File: src/rtl/slot_arbiter_3bit.sv
// slot_arbiter_3bit
//   Four-requester round-robin arbiter with time-limited grant slots.
//   A grant lasts until the requester releases, the slot length expires or
//   abort_in forces it off. GAP_EN=1 inserts one idle turnaround cycle after
//   every grant; GAP_EN=0 re-arbitrates on the same edge the grant ends.
//
// Ports
//   clk          in   rising-edge clock
//   reset_al_in  in   asynchronous active-low reset
//   req_in[3:0]  in   level-sensitive requests
//   slot_len_in  in   slot length in cycles, 0 encodes 8 (captured at grant start)
//   abort_in     in   forced release of the current grant (ignored outside GRANT)
//   gnt_out[3:0] out  registered one-hot grant
//   busy_out     out  high while a grant is active
//   slot_cnt_out out  slot counter, 0 outside GRANT
//   expire_out   out  one-cycle pulse after a slot ran to its full length
module slot_arbiter_3bit #(
   parameter int unsigned GAP_EN = 1
) (
   input  logic       clk,
   input  logic       reset_al_in,
   input  logic [3:0] req_in,
   input  logic [2:0] slot_len_in,
   input  logic       abort_in,
   output logic [3:0] gnt_out,
   output logic       busy_out,
   output logic [2:0] slot_cnt_out,
   output logic       expire_out
);

   typedef enum logic [1:0] {StIdle, StGrant, StGap} state_e;

   state_e     state_q;
   logic [3:0] gnt_q;
   logic [1:0] gnt_idx_q;
   logic [1:0] rr_ptr_q;
   logic [2:0] cnt_q;
   logic [2:0] slot_len_q;
   logic       expire_q;

   // Returns {found, index} of the first set request at or above ptr (mod 4).
   function automatic logic [2:0] pick(input logic [3:0] req, input logic [1:0] ptr);
      logic [1:0] idx;
      logic [2:0] res;
      res = 3'b000;
      // Descending scan so the smallest offset from ptr is written last.
      for (int i = 3; i >= 0; i--) begin
         idx = ptr + 2'(i);
         if (req[idx]) begin
            res = {1'b1, idx};
         end
      end
      return res;
   endfunction

   logic [1:0] next_ptr;
   logic [2:0] arb_idle;
   logic [2:0] arb_rearb;
   logic [2:0] start_sel;
   logic       rel_hit;
   logic       exp_hit;
   logic       grant_end;

   always_comb begin
      next_ptr  = gnt_idx_q + 2'd1;
      arb_idle  = pick(req_in, rr_ptr_q);
      arb_rearb = pick(req_in, next_ptr);
      start_sel = (state_q == StGrant) ? arb_rearb : arb_idle;
      rel_hit   = ~req_in[gnt_idx_q];
      // slot_len_q of 0 means 8, and 0 - 1 wraps to 7, so one compare covers it.
      exp_hit   = (cnt_q == (slot_len_q - 3'd1));
      grant_end = abort_in | rel_hit | exp_hit;
   end

   always_ff @(posedge clk or negedge reset_al_in) begin
      if (!reset_al_in) begin
         state_q    <= StIdle;
         gnt_q      <= 4'b0000;
         gnt_idx_q  <= 2'd0;
         rr_ptr_q   <= 2'd0;
         cnt_q      <= 3'd0;
         slot_len_q <= 3'd0;
         expire_q   <= 1'b0;
      end else begin
         expire_q <= 1'b0;
         unique case (state_q)
            StIdle, StGap: begin
               if (start_sel[2]) begin
                  state_q    <= StGrant;
                  gnt_q      <= 4'b0001 << start_sel[1:0];
                  gnt_idx_q  <= start_sel[1:0];
                  cnt_q      <= 3'd0;
                  slot_len_q <= slot_len_in;
               end else begin
                  state_q <= StIdle;
                  gnt_q   <= 4'b0000;
                  cnt_q   <= 3'd0;
               end
            end
            StGrant: begin
               if (grant_end) begin
                  // Release and abort both suppress the expiry pulse.
                  expire_q <= exp_hit & ~rel_hit & ~abort_in;
                  rr_ptr_q <= next_ptr;
                  if (GAP_EN != 0) begin
                     state_q <= StGap;
                     gnt_q   <= 4'b0000;
                     cnt_q   <= 3'd0;
                  end else if (start_sel[2]) begin
                     state_q    <= StGrant;
                     gnt_q      <= 4'b0001 << start_sel[1:0];
                     gnt_idx_q  <= start_sel[1:0];
                     cnt_q      <= 3'd0;
                     slot_len_q <= slot_len_in;
                  end else begin
                     state_q <= StIdle;
                     gnt_q   <= 4'b0000;
                     cnt_q   <= 3'd0;
                  end
               end else begin
                  cnt_q <= cnt_q + 3'd1;
               end
            end
            default: begin
               state_q <= StIdle;
               gnt_q   <= 4'b0000;
               cnt_q   <= 3'd0;
            end
         endcase
      end
   end

   assign gnt_out      = gnt_q;
   assign busy_out     = (state_q == StGrant);
   assign slot_cnt_out = cnt_q;
   assign expire_out   = expire_q;

endmodule

File: config.mk
export PLATFORM = sky130hd
export DESIGN_NAME = slot_arbiter_3bit
export DESIGN_NICKNAME = d
export VERILOG_FILES = /design/src/rtl/slot_arbiter_3bit.sv
export SDC_FILE = /design/constraint.sdc
export NUM_CORES = 1
export LEC_CHECK = 0
export ABC_CLOCK_PERIOD_IN_PS = 2100
export CAP_MARGIN = 20
export CELL_PAD_IN_SITES_DETAIL_PLACEMENT = 1
export CELL_PAD_IN_SITES_GLOBAL_PLACEMENT = 2
export CORE_MARGIN = 3
export CORE_UTILIZATION = 32
export DETAILED_ROUTE_END_ITERATION = 8
export GPL_ROUTABILITY_DRIVEN = 0
export PLACE_DENSITY = 0.73
export REMOVE_ABC_BUFFERS = 1
export SLEW_MARGIN = 20
export SYNTH_ARGS = -nofsm -noshare
export SYNTH_HDL_FRONTEND = slang
export SYNTH_SLANG_ARGS = --single-unit
File: constraint.sdc
create_clock -name clk -period 2.1 [get_ports clk]
set_input_delay 0.315 -clock clk [delete_from_list [all_inputs] [get_ports clk]]
set_output_delay 0.315 -clock clk [all_outputs]
set_load 0.005 [all_outputs]
==> results.toml, run 1 <==
[clock_network]
cts_hold_buf = 0
cts_root_buf = "clkbuf_4"
clk_latency_ps = 290
cts_tree = "done"
cts.sinks = 17
htree_levels = 1
clkSlewWorstSetupHoldPaths_ps = 100
cts_resized = 0
cts_buffers = 3
cts_setup_buffers = 0
cts_buffer_depth = 2

[routing]
antenna_left = 0
drc = 0
drt_first_pass_iters = 3
vias_per_cell = 5.167
routed_wl_microns = 1984
wl_per_cell_microns = 14.38
drt_iter0_markers = 8
num_vias = 713

[critical_path]
cp-end-kind = "output port"
critical_path_class = "flip-flop to output port"
cp_num_cells = 2
critPathBufInv = 1
crit_family = "buffers and inverters"
rrSetupSlack_ps = 390
critical_path.max_fanout = 6
arrival_ps = 1460
startpoint = "state_q[1]"
max_stage_delay_ps = 510
rr_startpoint = "slot_len_q[0]"
path_cells = "and2b_4, clkdlybuf4s50_1"
crit_end = "busy_out"
worst_path_max_delay_cell = "clkdlybuf4s50_1"
critPathLaunchType = "flip-flop"
cp.required_ps = 1780
worst_r2r_path_depth = 6
r2r_end = "rr_ptr_q[0]"

[pwr]
p_leak_nw = 0.5245
power.total_mw = 1.638
power_density_nw_per_um2 = 1364
vdd_drop_max_v = 0.0006741

[sta]
fmax_ghz = 0.5621
setup_viol = 0
fin_crit_ps = 1779
min_period_over_period = 0.8471
rsz0062_at_grt = "false"
slew_violations = 0
final_hold_viol_count = 0
fin_setup_tns_ps = 0
clock-skew-final_ps = 1.645
worst_pin_slew_ps = 571.0
relSlewSlack = 0.6180

[die]
fp.dieH_microns = 60.98
start_util = 0.3419
core_sq_um = 2829
ios = 19
die_w_microns = 60.98
num_rows = 19
die_area_sq_um = 3718

[final_layout]
nNetsFinal = 120
area_growth_pct = 24.19
drive_gt1_frac = 0.1776
antenna_cells = 0

[global_routing]
antenna_found_initial = 0
grt_pass1_vias = 754
grt_pass1_wl_microns = 3401
groute.usage.overall = 0.1236
grt_max_degree = 18
overflow = 0

[synthesis]
synth_enable_flop_cells = 0
yosys-top-cells-count = "17 x dfrtp_1, 6 x inv_1, 6 x o21ai_0, 5 x a21oi_1, 5 x nand2_1"
syn_area_per_cell_sq_um = 11.25
async_flop_share = 1.000
netlist.area_leader.share = 0.4398
synth-seq-cells = 17
synth_area_leaders = "dfrtp_1 44%, xnor2_1 3.6%, mux2_2 3.5%, o21ai_0 3.1%, mux2_4 3.1%"
synth_cells = 86
synth_area_sq_um = 967.2
yosysTopAreaCell = "dfrtp_1"
seq_area_frac_synth = 0.4398
yosysMostFrequentCell = "dfrtp_1"
synth_ff_type = "dfrtp_1"
ys_warn_count = 0
synth_cell_types = 33

[placement]
io_buffers = 18
dp_hpwl_microns = 1581

[run]
drv_cap = 0

[status]
run_status = "finished, final reports clean"

[min_path]
hold_class = "input port to async pin"
[sequential cells by signal, indices dropped and copies added, names as in the netlist]
signal and count:
gnt_idx_q 2, rr_ptr_q 2, state_q 2, slot_cnt_out 3, gnt_out 4, slot_len_q 3, expire_out 1
[cells in the final DEF, fill, tap and decap left out, types with 2 or more instances in the layout]
master	netlist	final
nand2b_1	3	3
clkdlybuf4s50_1	0	18
nand2_1	5	5
xor2_1	2	2
a21oi_1	5	5
ha_1	2	2
o2bb2ai_1	2	2
xnor2_1	4	4
clkbuf_4	0	3
nor2_1	4	4
or2_2	2	2
nor2b_1	3	3
mux2_4	2	2
inv_1	6	6
o21ai_0	6	6
and2_1	2	2
dfrtp_1	17	17
mux2_2	3	3
[worst reg2reg max path: cells and delay by family (launching register included)]
family / cells / cell delay [ps]
compound gates: 1 / 110
xor+xnor: 1 / 160
fa+ha+maj: 1 / 300
buf+inv: 1 / 60
flops: 1 / 370
mux: 1 / 300
simple gates: 1 / 310
[cells by family after synthesis]
kind of cell	share of synthesized area
fa+ha+maj	0.02587
xor+xnor	0.05433
mux	0.09961
flops	0.4398
compound gates	0.1553
simple gates	0.1785
buf+inv	0.04657
[area by class of cell]
type | instances | area (sq um)
Fill cell | 319 | 1628
Multi-Input combinational cell | 61 | 496.7
Sequential cell | 17 | 425.4
Timing Repair Buffer | 19 | 187.7
Tap cell | 31 | 38.79
Clock buffer | 3 | 22.52
Inverter | 6 | 22.52
Clock inverter | 1 | 7.507
[how the worst min path moves through the flow]
stage	from	to	slack, ps	cells past startpoint
3_3_place_gp	gnt_out[1]	gnt_out[1]	480	1
4_1_cts	reset_al_in	slot_len_q[1]	340	2
5_1_grt	reset_al_in	slot_cnt_out[1]	350	2
2_1_floorplan	reset_al_in	expire_out	20	0
6_report	reset_al_in	slot_len_q[1]	340	2
3_5_place_dp	gnt_out[1]	gnt_out[1]	480	1
[where the power goes]
| group | switching (mW) | leakage, nW | internal [mW] | total, mW |
|---|---|---|---|---|
| Combinational | 0.398 | 0.294 | 0.474 | 0.873 |
| Sequential | 0.126 | 0.216 | 0.460 | 0.586 |
| Clock | 0.107 | 0.0139 | 0.0724 | 0.179 |
| Total | 0.632 | 0.524 | 1.01 | 1.64 |
[metrics by stage]
| stage | cells | util | area, sq um | setup slack (ps) | hold slack (ps) |
|---|---|---|---|---|---|
| after floorplan | 84 | - | 944.7 | 453.4 | 19.41 |
| after global placement | 134 | 0.4140 | 1171 | 86.16 | 476.6 |
| after detailed placement | 134 | 0.4140 | 1171 | 66.20 | 476.4 |
| after CTS | 138 | 0.4246 | 1201 | 308.5 | 341.0 |
| after global routing | 138 | 0.4246 | 1201 | 206.4 | 348.2 |
| final | 138 | 0.4246 | 1201 | 321.0 | 338.8 |
[per-layer routing]
metal	global-route usage	vias up	routed length (microns)
met3	0.04894	0	66
met4	0.009288	0	0
met2	0.1969	9	964
met1	0.1664	362	953
met5	0	-	0
li1	-	342	-
Power figures use the tool's default switching activity.
==> run 2: changes to the inputs <==
--- a/config.mk
+++ b/config.mk
@@ -5,7 +5,7 @@
 export SDC_FILE = /design/constraint.sdc
 export NUM_CORES = 1
 export LEC_CHECK = 0
-export ABC_CLOCK_PERIOD_IN_PS = 2100
+export ABC_CLOCK_PERIOD_IN_PS = 1750
 export CAP_MARGIN = 20
 export CELL_PAD_IN_SITES_DETAIL_PLACEMENT = 1
 export CELL_PAD_IN_SITES_GLOBAL_PLACEMENT = 2
==> constraint.sdc (replaced) <==
create_clock -name clk -period 1.75 [get_ports clk]
set_input_delay 0.2625 -clock clk [delete_from_list [all_inputs] [get_ports clk]]
set_output_delay 0.2625 -clock clk [all_outputs]
set_load 0.005 [all_outputs]
==> results.toml, run 2 (same netlist as run 1, synthesis figures left out) <==
[status]
run_status = "finished, final reports clean"

[sta]
clock-skew-final_ps = 3.030
worst_pin_slew_ps = 450.2
rsz0062_at_grt = "true"
fin_crit_ps = 1735
fmax_ghz = 0.5764
setup_viol = 0
holdWs_ps = 293.3
min_period_over_period = 0.9914
final_hold_viol_count = 0
slew_violations = 0
relSlewSlack = 0.6988

[die]
die_area_sq_um = 3718
core_sq_um = 2829
ios = 19
die_w_microns = 60.98
start_util = 0.3419
num_rows = 19
fp.dieH_microns = 60.98

[final_layout]
drive_gt1_frac = 0.3000
stdcell_count = 151
final_common_cell = "clkdlybuf4s50_1"
largest_reg_flops = 4
antenna_cells = 0
nFillCells = 317
multiInputGateArea_sq_um = 535.5
final_cell_mix = "18 x clkdlybuf4s50_1, 17 x dfrtp_1, 14 x buf_4"
nNetsFinal = 133
ff_latch_area_sq_um = 425.4
area_growth_pct = 37.90

[placement]
dp_hpwl_microns = 1785
io_buffers = 18
dp.cells = 144

[critical_path]
worst_r2r_path_depth = 7
cp_num_cells = 7
cp-end-kind = "flip-flop"
max_stage_delay_ps = 380
cp.required_ps = 1930
worst_path_max_delay_cell = "dfrtp_1"
critPathLaunchType = "flip-flop"
arrival_ps = 1920
critical_path.max_fanout = 3
critical_path_class = "flip-flop to flip-flop"
crit_family = "flip-flops"
path_cells = "inv_2, ha_4, xnor2_4, xnor2_2, nor3_4, o21ai_4, mux2_4"
critPathBufInv = 1

[routing]
drt_iter0_markers = 10
drt_first_pass_iters = 3
vias_per_cell = 4.934
drc = 0
antenna_left = 0
routed_wl_microns = 2399
wl_per_cell_microns = 15.89
num_vias = 745

[pwr]
internal_power_mw = 1.415
p_switching_uw = 865.2
pwr-share-seq = 0.308
power_density_nw_per_um2 = 1710
clockPowerShare = 0.095
vdd_drop_max_v = 0.0007222
p_leak_nw = 0.5984
sw_frac_of_total = 0.3794
power.total_mw = 2.280
pwr-share-comb = 0.597

[clock_network]
cts_root_buf = "clkbuf_4"
cts.sinks = 17
htree_levels = 1
cts_buffers = 3
cts_buffer_depth = 2
clk_latency_ps = 290
cts_hold_buf = 0
cts_tree = "done"
clkSlewWorstSetupHoldPaths_ps = 100

[global_routing]
groute.usage.overall = 0.1431
grt_max_degree = 18
antenna_found_initial = 0
overflow = 0
grt_pass1_wl_microns = 3919
grt_pass1_vias = 791

[run]
drv_cap = 0

[min_path]
hold_class = "input port to async pin"
-- run 2: cell count changes in the layout (fill, tap and decap cells not counted), sizes merged --
cell,change
clkbuf,+1
buf,+13
clkinvlp,-1
-- run 2: worst paths after layout --
kind,from,end,slack [ps]
hold / removal,reset_al_in,slot_len_q[1],290
hold reg to reg,gnt_out[1],gnt_out[1],510
setup / recovery,slot_len_q[0],rr_ptr_q[1],20
setup reg to reg,slot_len_q[0],rr_ptr_q[1],20
min in group clk,gnt_out[1],gnt_out[1],510
max in group asynchronous,reset_al_in,state_q[0],1260
-- run 2: cell type report --
cell class,count,area share
Tap cell,31,0.02908
Sequential cell,17,0.3189
Clock buffer,4,0.01970
Timing Repair Buffer,32,0.2139
Inverter,6,0.01689
Multi-Input combinational cell,61,0.4015
-- run 2: worst register-to-register path, delay by kind of cell, from the launching register on --
family / cells / cell delay (ps)
fa+ha+maj: 1 / 170
xor+xnor: 2 / 290
buf+inv: 1 / 60
simple gates: 1 / 320
mux: 1 / 300
compound gates: 1 / 100
flops: 1 / 380
-- run 2: layer usage --
metal  GRT usage  routed length (microns)  part of all wire
met1      0.2112                     1200              0.50
met2      0.2092                     1118              0.47
met3     0.04681                       80             0.033
met4     0.01858                        0                 0
met5           0                        0                 0
-- run 2: timing repair --
action,4_1_cts,5_1_grt
setup endpoints to repair,1,10
pin swaps,0,6
endpoints found under the hold margin,0,0
setup buffers,1,4
resized for setup,0,7
-- run 2: per-stage QoR --
step / area, sq um / setup TNS (ps) / worst slack, ps / utilization
after global routing: 1334 / -123.0 / -50.66 / 0.4715
after CTS: 1280 / 0 / 1.235 / 0.4525
after global placement: 1246 / -1106 / -133.9 / 0.4405
after detailed placement: 1246 / -1408 / -149.5 / 0.4405
final: 1334 / 0 / 15.09 / 0.4715
after floorplan: 944.7 / 0 / 103.4 / -
-- run 2: power groups by stage --
stage | clock network (mW) | registers [mW] | logic [mW]
after floorplan | 0 | 0.684 | 0.753
after global placement | 0 | 0.686 | 1.16
after detailed placement | 0 | 0.691 | 1.19
after CTS | 0.223 | 0.686 | 1.22
after global routing | 0.242 | 0.722 | 1.49
final | 0.217 | 0.702 | 1.36
